[src/rtl/multicycle_ctrl_if.sv]
// rtl/multicycle_ctrl_if.sv - opcode in / datapath control out bundle for the multicycle controller
interface multicycle_ctrl_if;
  logic [5:0] opCode;
  logic       pcWrite;
  logic       pcWriteCond;
  logic       iorD;
  logic       memRead;
  logic       memWrite;
  logic       memToReg;
  logic       irWrite;
  logic       regDst;
  logic       regWrite;
  logic       aluSrcA;
  logic [1:0] aluSrcB;
  logic [1:0] aluOp;
  logic [1:0] pcSource;
  logic       illegalOp;
  logic [3:0] state;

  modport master (
    input  opCode,
    output pcWrite, pcWriteCond, iorD, memRead, memWrite, memToReg, irWrite,
           regDst, regWrite, aluSrcA, aluSrcB, aluOp, pcSource, illegalOp, state
  );

  modport slave (
    output opCode,
    input  pcWrite, pcWriteCond, iorD, memRead, memWrite, memToReg, irWrite,
           regDst, regWrite, aluSrcA, aluSrcB, aluOp, pcSource, illegalOp, state
  );
endinterface

[src/rtl/multicycle_ctrl.sv]
// rtl/multicycle_ctrl.sv - main Moore control FSM of the multicycle MIPS datapath
module multicycle_ctrl #(
  parameter logic [5:0] OP_RTYPE = 6'b000000,
  parameter logic [5:0] OP_LW    = 6'b100011,
  parameter logic [5:0] OP_SW    = 6'b101011,
  parameter logic [5:0] OP_BEQ   = 6'b000100,
  parameter logic [5:0] OP_J     = 6'b000010,
  parameter logic [5:0] OP_ADDI  = 6'b001000
) (
  input  logic               clk,
  input  logic               rstN,
  multicycle_ctrl_if.master  bus
);

  typedef enum logic [3:0] {
    S_FETCH     = 4'd0,
    S_DECODE    = 4'd1,
    S_MEMADDR   = 4'd2,
    S_MEMREAD   = 4'd3,
    S_MEMWB     = 4'd4,
    S_MEMWRITE  = 4'd5,
    S_EXECUTE   = 4'd6,
    S_RCOMPLETE = 4'd7,
    S_BRANCH    = 4'd8,
    S_JUMP      = 4'd9,
    S_ADDIEXEC  = 4'd10,
    S_ADDIWB    = 4'd11
  } state_t;

  state_t     state_q;
  state_t     state_d;
  logic       illegal_q;
  logic       illegal_d;

  logic       pc_write;
  logic       pc_write_cond;
  logic       ior_d;
  logic       mem_read;
  logic       mem_write;
  logic       mem_to_reg;
  logic       ir_write;
  logic       reg_dst;
  logic       reg_write;
  logic       alu_src_a;
  logic [1:0] alu_src_b;
  logic [1:0] alu_op;
  logic [1:0] pc_source;

  always_ff @(posedge clk) begin
    if (!rstN) begin
      state_q   <= S_FETCH;
      illegal_q <= 1'b0;
    end else begin
      state_q   <= state_d;
      illegal_q <= illegal_d;
    end
  end

  always_comb begin
    state_d   = S_FETCH;
    illegal_d = 1'b0;
    case (state_q)
      S_FETCH:  state_d = S_DECODE;
      S_DECODE: begin
        case (bus.opCode)
          OP_LW, OP_SW: state_d = S_MEMADDR;
          OP_RTYPE:     state_d = S_EXECUTE;
          OP_BEQ:       state_d = S_BRANCH;
          OP_J:         state_d = S_JUMP;
          OP_ADDI:      state_d = S_ADDIEXEC;
          default: begin
            state_d   = S_FETCH;
            illegal_d = 1'b1;
          end
        endcase
      end
      S_MEMADDR:  state_d = (bus.opCode == OP_SW) ? S_MEMWRITE : S_MEMREAD;
      S_MEMREAD:  state_d = S_MEMWB;
      S_EXECUTE:  state_d = S_RCOMPLETE;
      S_ADDIEXEC: state_d = S_ADDIWB;
      default:    state_d = S_FETCH;
    endcase
  end

  always_comb begin
    pc_write      = 1'b0;
    pc_write_cond = 1'b0;
    ior_d         = 1'b0;
    mem_read      = 1'b0;
    mem_write     = 1'b0;
    mem_to_reg    = 1'b0;
    ir_write      = 1'b0;
    reg_dst       = 1'b0;
    reg_write     = 1'b0;
    alu_src_a     = 1'b0;
    alu_src_b     = 2'b00;
    alu_op        = 2'b00;
    pc_source     = 2'b00;
    case (state_q)
      S_FETCH: begin
        mem_read  = 1'b1;
        ir_write  = 1'b1;
        pc_write  = 1'b1;
        alu_src_b = 2'b01;
      end
      S_DECODE:   alu_src_b = 2'b11;
      S_MEMADDR: begin
        alu_src_a = 1'b1;
        alu_src_b = 2'b10;
      end
      S_MEMREAD: begin
        mem_read = 1'b1;
        ior_d    = 1'b1;
      end
      S_MEMWB: begin
        reg_write  = 1'b1;
        mem_to_reg = 1'b1;
      end
      S_MEMWRITE: begin
        mem_write = 1'b1;
        ior_d     = 1'b1;
      end
      S_EXECUTE: begin
        alu_src_a = 1'b1;
        alu_op    = 2'b10;
      end
      S_RCOMPLETE: begin
        reg_write = 1'b1;
        reg_dst   = 1'b1;
      end
      S_BRANCH: begin
        alu_src_a     = 1'b1;
        alu_op        = 2'b01;
        pc_write_cond = 1'b1;
        pc_source     = 2'b01;
      end
      S_JUMP: begin
        pc_write  = 1'b1;
        pc_source = 2'b10;
      end
      S_ADDIEXEC: begin
        alu_src_a = 1'b1;
        alu_src_b = 2'b10;
      end
      S_ADDIWB:   reg_write = 1'b1;
      default: ;
    endcase
  end

  // Reset gates every output so nothing reaches the datapath before the first FETCH edge.
  assign bus.pcWrite     = rstN & pc_write;
  assign bus.pcWriteCond = rstN & pc_write_cond;
  assign bus.iorD        = rstN & ior_d;
  assign bus.memRead     = rstN & mem_read;
  assign bus.memWrite    = rstN & mem_write;
  assign bus.memToReg    = rstN & mem_to_reg;
  assign bus.irWrite     = rstN & ir_write;
  assign bus.regDst      = rstN & reg_dst;
  assign bus.regWrite    = rstN & reg_write;
  assign bus.aluSrcA     = rstN & alu_src_a;
  assign bus.aluSrcB     = rstN ? alu_src_b : 2'b00;
  assign bus.aluOp       = rstN ? alu_op : 2'b00;
  assign bus.pcSource    = rstN ? pc_source : 2'b00;
  assign bus.illegalOp   = rstN & illegal_q;
  assign bus.state       = rstN ? state_q : 4'd0;

endmodule

[src/flat_wrapper.sv]
// flat-port wrapper written by rule: the top's interface ports become plain ports
module multicycle_ctrl_flat 
#(
  parameter logic [5:0] OP_RTYPE = 6'b000000,
  parameter logic [5:0] OP_LW    = 6'b100011,
  parameter logic [5:0] OP_SW    = 6'b101011,
  parameter logic [5:0] OP_BEQ   = 6'b000100,
  parameter logic [5:0] OP_J     = 6'b000010,
  parameter logic [5:0] OP_ADDI  = 6'b001000
)
  (clk, rstN, bus_opCode, bus_pcWrite, bus_pcWriteCond, bus_iorD, bus_memRead, bus_memWrite, bus_memToReg, bus_irWrite, bus_regDst, bus_regWrite, bus_aluSrcA, bus_aluSrcB, bus_aluOp, bus_pcSource, bus_illegalOp, bus_state);
  multicycle_ctrl_if bus_i ();
  input  logic clk;
  input  logic rstN;
  input wire logic [$bits(bus_i.opCode)-1:0] bus_opCode;
  output wire logic [$bits(bus_i.pcWrite)-1:0] bus_pcWrite;
  output wire logic [$bits(bus_i.pcWriteCond)-1:0] bus_pcWriteCond;
  output wire logic [$bits(bus_i.iorD)-1:0] bus_iorD;
  output wire logic [$bits(bus_i.memRead)-1:0] bus_memRead;
  output wire logic [$bits(bus_i.memWrite)-1:0] bus_memWrite;
  output wire logic [$bits(bus_i.memToReg)-1:0] bus_memToReg;
  output wire logic [$bits(bus_i.irWrite)-1:0] bus_irWrite;
  output wire logic [$bits(bus_i.regDst)-1:0] bus_regDst;
  output wire logic [$bits(bus_i.regWrite)-1:0] bus_regWrite;
  output wire logic [$bits(bus_i.aluSrcA)-1:0] bus_aluSrcA;
  output wire logic [$bits(bus_i.aluSrcB)-1:0] bus_aluSrcB;
  output wire logic [$bits(bus_i.aluOp)-1:0] bus_aluOp;
  output wire logic [$bits(bus_i.pcSource)-1:0] bus_pcSource;
  output wire logic [$bits(bus_i.illegalOp)-1:0] bus_illegalOp;
  output wire logic [$bits(bus_i.state)-1:0] bus_state;
  assign bus_i.opCode = bus_opCode;
  assign bus_pcWrite = bus_i.pcWrite;
  assign bus_pcWriteCond = bus_i.pcWriteCond;
  assign bus_iorD = bus_i.iorD;
  assign bus_memRead = bus_i.memRead;
  assign bus_memWrite = bus_i.memWrite;
  assign bus_memToReg = bus_i.memToReg;
  assign bus_irWrite = bus_i.irWrite;
  assign bus_regDst = bus_i.regDst;
  assign bus_regWrite = bus_i.regWrite;
  assign bus_aluSrcA = bus_i.aluSrcA;
  assign bus_aluSrcB = bus_i.aluSrcB;
  assign bus_aluOp = bus_i.aluOp;
  assign bus_pcSource = bus_i.pcSource;
  assign bus_illegalOp = bus_i.illegalOp;
  assign bus_state = bus_i.state;
  multicycle_ctrl #(.OP_RTYPE(OP_RTYPE), .OP_LW(OP_LW), .OP_SW(OP_SW), .OP_BEQ(OP_BEQ), .OP_J(OP_J), .OP_ADDI(OP_ADDI)) u_core (.clk(clk), .rstN(rstN), .bus(bus_i));
endmodule
[config.mk]
export PLATFORM = sky130hd
export DESIGN_NAME = multicycle_ctrl_flat
export DESIGN_NICKNAME = d
export VERILOG_FILES = /design/src/rtl/multicycle_ctrl_if.sv /design/src/rtl/multicycle_ctrl.sv /design/src/flat_wrapper.sv
export SDC_FILE = /design/constraint.sdc
export NUM_CORES = 1
export LEC_CHECK = 0
export BUFFER_PORTS_ARGS = -buffer_cell sky130_fd_sc_hd__buf_2
export CORE_MARGIN = 8
export CORE_UTILIZATION = 43
export CTS_BUF_LIST = sky130_fd_sc_hd__clkbuf_4 sky130_fd_sc_hd__clkbuf_8 sky130_fd_sc_hd__clkbuf_16
export DETAILED_ROUTE_END_ITERATION = 8
export PLACE_DENSITY = 0.76
export SETUP_SLACK_MARGIN = 0.05
export SLEW_MARGIN = 20
export SYNTH_ARGS = -nofsm -noshare
export SYNTH_HDL_FRONTEND = slang
export SYNTH_SLANG_ARGS = --single-unit
[constraint.sdc]
create_clock -name clk -period 1.78 [get_ports clk]
set_clock_uncertainty 0.1 [all_clocks]
set_input_delay 0.178 -clock clk [delete_from_list [all_inputs] [get_ports clk]]
set_output_delay 0.178 -clock clk [all_outputs]
set_load 0.02 [all_outputs]
==> results.yml <==
run_status:
  outcome: "completed"
synth:
  synth_ff_type: "dfxtp_1"
  ys_warn_count: 0
  synth_seq_cells: 5
  synth_top_area_share_pct: 17.5
  synth_xor_area_share_pct: 6.13
  synth.area.mux_share_pct: 0
  synth_edf_count: 0
  syn_inst: 82
  yosysTopAreaCell: "dfxtp_1"
  synth.cell_area_sq_um: 572
  synth_compound_area_share_pct: 21.9
  synth_top_cells_by_area: "dfxtp_1 (18%), nor3_1 (8.8%), nor2_1 (5.9%), and2_1 (5.5%), xor2_1 (4.6%)"
  synthesis.nets: 90
  yosys.area_share.simple_pct: 45.3
  async_reset_ff_share_pct: 0
  ys_types: 33
  synth_top_family_by_area: "simple AND/OR/NAND/NOR gates"
  synth_commonest_cells: "nor3_1 (10), nor2_1 (9), and2_1 (5), dfxtp_1 (5), nand2_1 (5)"
  synth-seq-area-share_pct: 17.5
  yosysMostFrequentCell: "nor3_1"
  synth-adder-area-share_pct: 0
  syn_area_per_cell_sq_um: 6.97
min_path:
  worstHoldPathCells: 3
  min_path_type: "input pin to register"
power_and_ir_drop:
  peakVddDrop_v: 0.000333
  cellLeakagePower_uw: 0.000366
  power_uw: 363
  cellPowerDensity_nw_per_um2: 484
placement:
  routabilityCongestion: 0.840
  pre_cts_slack_ps: 214
  place_area_sq_um: 707
  hpwl_microns: 1240
  numPortBuffers: 28
final_layout:
  design_area_sq_um: 749
  num-fill-cells: 136
  synthToLayoutAreaGrowth_pct: 31.1
  fin_nets: 118
  drive_above_1_share_pct: 38.5
  diodes: 0
grt:
  grt.overflow.total: 0
  antenna_found_initial: 0
  grt_pass1_vias: 611
  gr-usage-all-layers_pct: 11.6
  grt_max_degree: 17
  grt_pass1_wl_microns: 2570
routing:
  wl_met1_microns: 695
  drtIter0Drc: 13
  wl_met3_microns: 161
  drc: 0
  ant_nets: 0
  highest_layer: "met3"
  wl_met2_microns: 729
  wl_per_cell_microns: 12.8
  wl_microns: 1590
  vias: 672
  dr.pass1.iters: 4
  vias_per_cell: 5.42
timing:
  hold_viol_final: 0
  setup_viol: 0
  period_minus_slack_ps: 1670
  rsz0062_at_grt: "true"
  slew-limit-headroom_pct: 78.4
  worst_slew_pin_slew_ps: 323
  worst_hold_slack_ps: 167
  period_share_pct: 93.8
  tns_ps: 0
  drv_slew: 0
  finalWorstSetupSlack_ps: 110
  fmax_mhz: 599
setup_path:
  crit_required_ps: 1500
  path_class: "register to output port"
  ff2ff_path_depth: 3
  worst_setup_path_start_kind: "register"
  crit_path_end_kind: "output port"
  crit_arrival_ps: 1390
  cp_max_fo: 16
cts:
  cts-root-buf: "clkbuf_4"
  postCtsHoldBufs: 0
  clk_pin_slew_ps: 40
  cts_post_setup_buffers_inserted: 0
  cts_made_buffers: 3
  cts_tree: "yes"
  htree_levels: 1
  clockBufferDepth: 2
  clock_latency_ps: 240
  clock-sinks: 5
die:
  die_w_microns: 52.5
  die_height_microns: 52.5
  top_level_ports: 29
  rows: 13
  start_util_pct: 45.1
  coreArea_sq_um: 1270
  dieArea_sq_um: 2750
flow_run:
  max_cap_violations: 0
-- layout by cell type (no fill, tap or decap) --
cell / netlist / final
xnor2_1: 1 / 1
inv_1: 2 / 2
nand4b_1: 1 / 1
o32ai_2: 1 / 1
nor2b_1: 3 / 2
xor2_1: 3 / 3
o21bai_1: 1 / 1
buf_2: 3 / 28
dfxtp_2: 0 / 3
nor3_1: 10 / 9
clkbuf_4: 0 / 4
nor3_2: 0 / 1
nor2_1: 9 / 9
and2_1: 5 / 5
or4b_4: 1 / 1
a21oi_1: 4 / 4
nand2b_1: 4 / 4
o21ba_1: 1 / 1
and2b_1: 1 / 1
nor4_1: 1 / 1
a2111o_1: 1 / 1
buf_4: 2 / 2
a21boi_0: 1 / 1
a31oi_1: 1 / 1
nor4b_2: 0 / 1
and3_1: 3 / 3
a221oi_1: 1 / 1
a2111oi_1: 0 / 1
nand3_1: 1 / 1
o21ai_0: 4 / 4
dfxtp_1: 5 / 2
nand2_1: 5 / 5
nand4_1: 2 / 2
nor2b_2: 0 / 1
o2111ai_1: 1 / 1
-- logic make-up (layout without fill, tap and decap cells) --
family | Yosys count | after routing
AND/OR/NAND/NOR | 47 | 47
XOR/XNOR | 4 | 4
AO/OA/AOI/OAI | 17 | 17
flip-flops | 5 | 5
buffers and inverters | 9 | 36
-- routing by layer --
metal,global-route usage (%),vias to the layer above
met5,0,-
met4,2.59,0
met3,5.11,0
met2,20.4,21
met1,12.4,302
li1,-,349
-- registers in the layout, indices dropped and copies added, names as in the netlist --
signal,cells
u_core.state_q,4
u_core.illegal_q,1
-- final timing paths --
kind | from | slack (ps) | endpoint
setup / recovery | u_core.state_q[3] | 110 | bus_aluSrcA
hold / removal | bus_opCode[1] | 170 | u_core.state_q[0]
setup reg to reg | u_core.state_q[2] | 330 | u_core.state_q[1]
hold reg to reg | u_core.state_q[0] | 520 | u_core.illegal_q
-- layout make-up --
cell class	count	area (sq um)	area share (%)
clock buffer	4	30.0	4.01
inverter	2	7.51	1.00
multi-input combinational	68	434	57.9
sequential	5	104	13.9
tap	15	18.8	2.50
timing repair buffer	30	155	20.7
-- power by group --
part	switching, uW	internal (uW)
clock network	44.5	99.8
logic	58.6	36.9
registers	6.25	117
-- critical path, cell delays in order (launching register included) --
cell	delay (ps)
dfxtp_2	490
nor2_1	90
a2111oi_1	330
buf_2	230
-- metrics by stage --
stage                     utilization, %  std cells
final                               59.1        124
after global routing                59.1        124
after CTS                           58.3        124
after detailed placement            55.7        120
after global placement              55.7        120
after floorplan                        -         82
-- timing repair --
| item | in CTS | in global routing |
|---|---|---|
| resized for setup | 2 | 3 |
| pin swaps | 0 | 0 |
| endpoints found under the setup margin | 5 | 8 |
(Power assumes the default switching activity.)
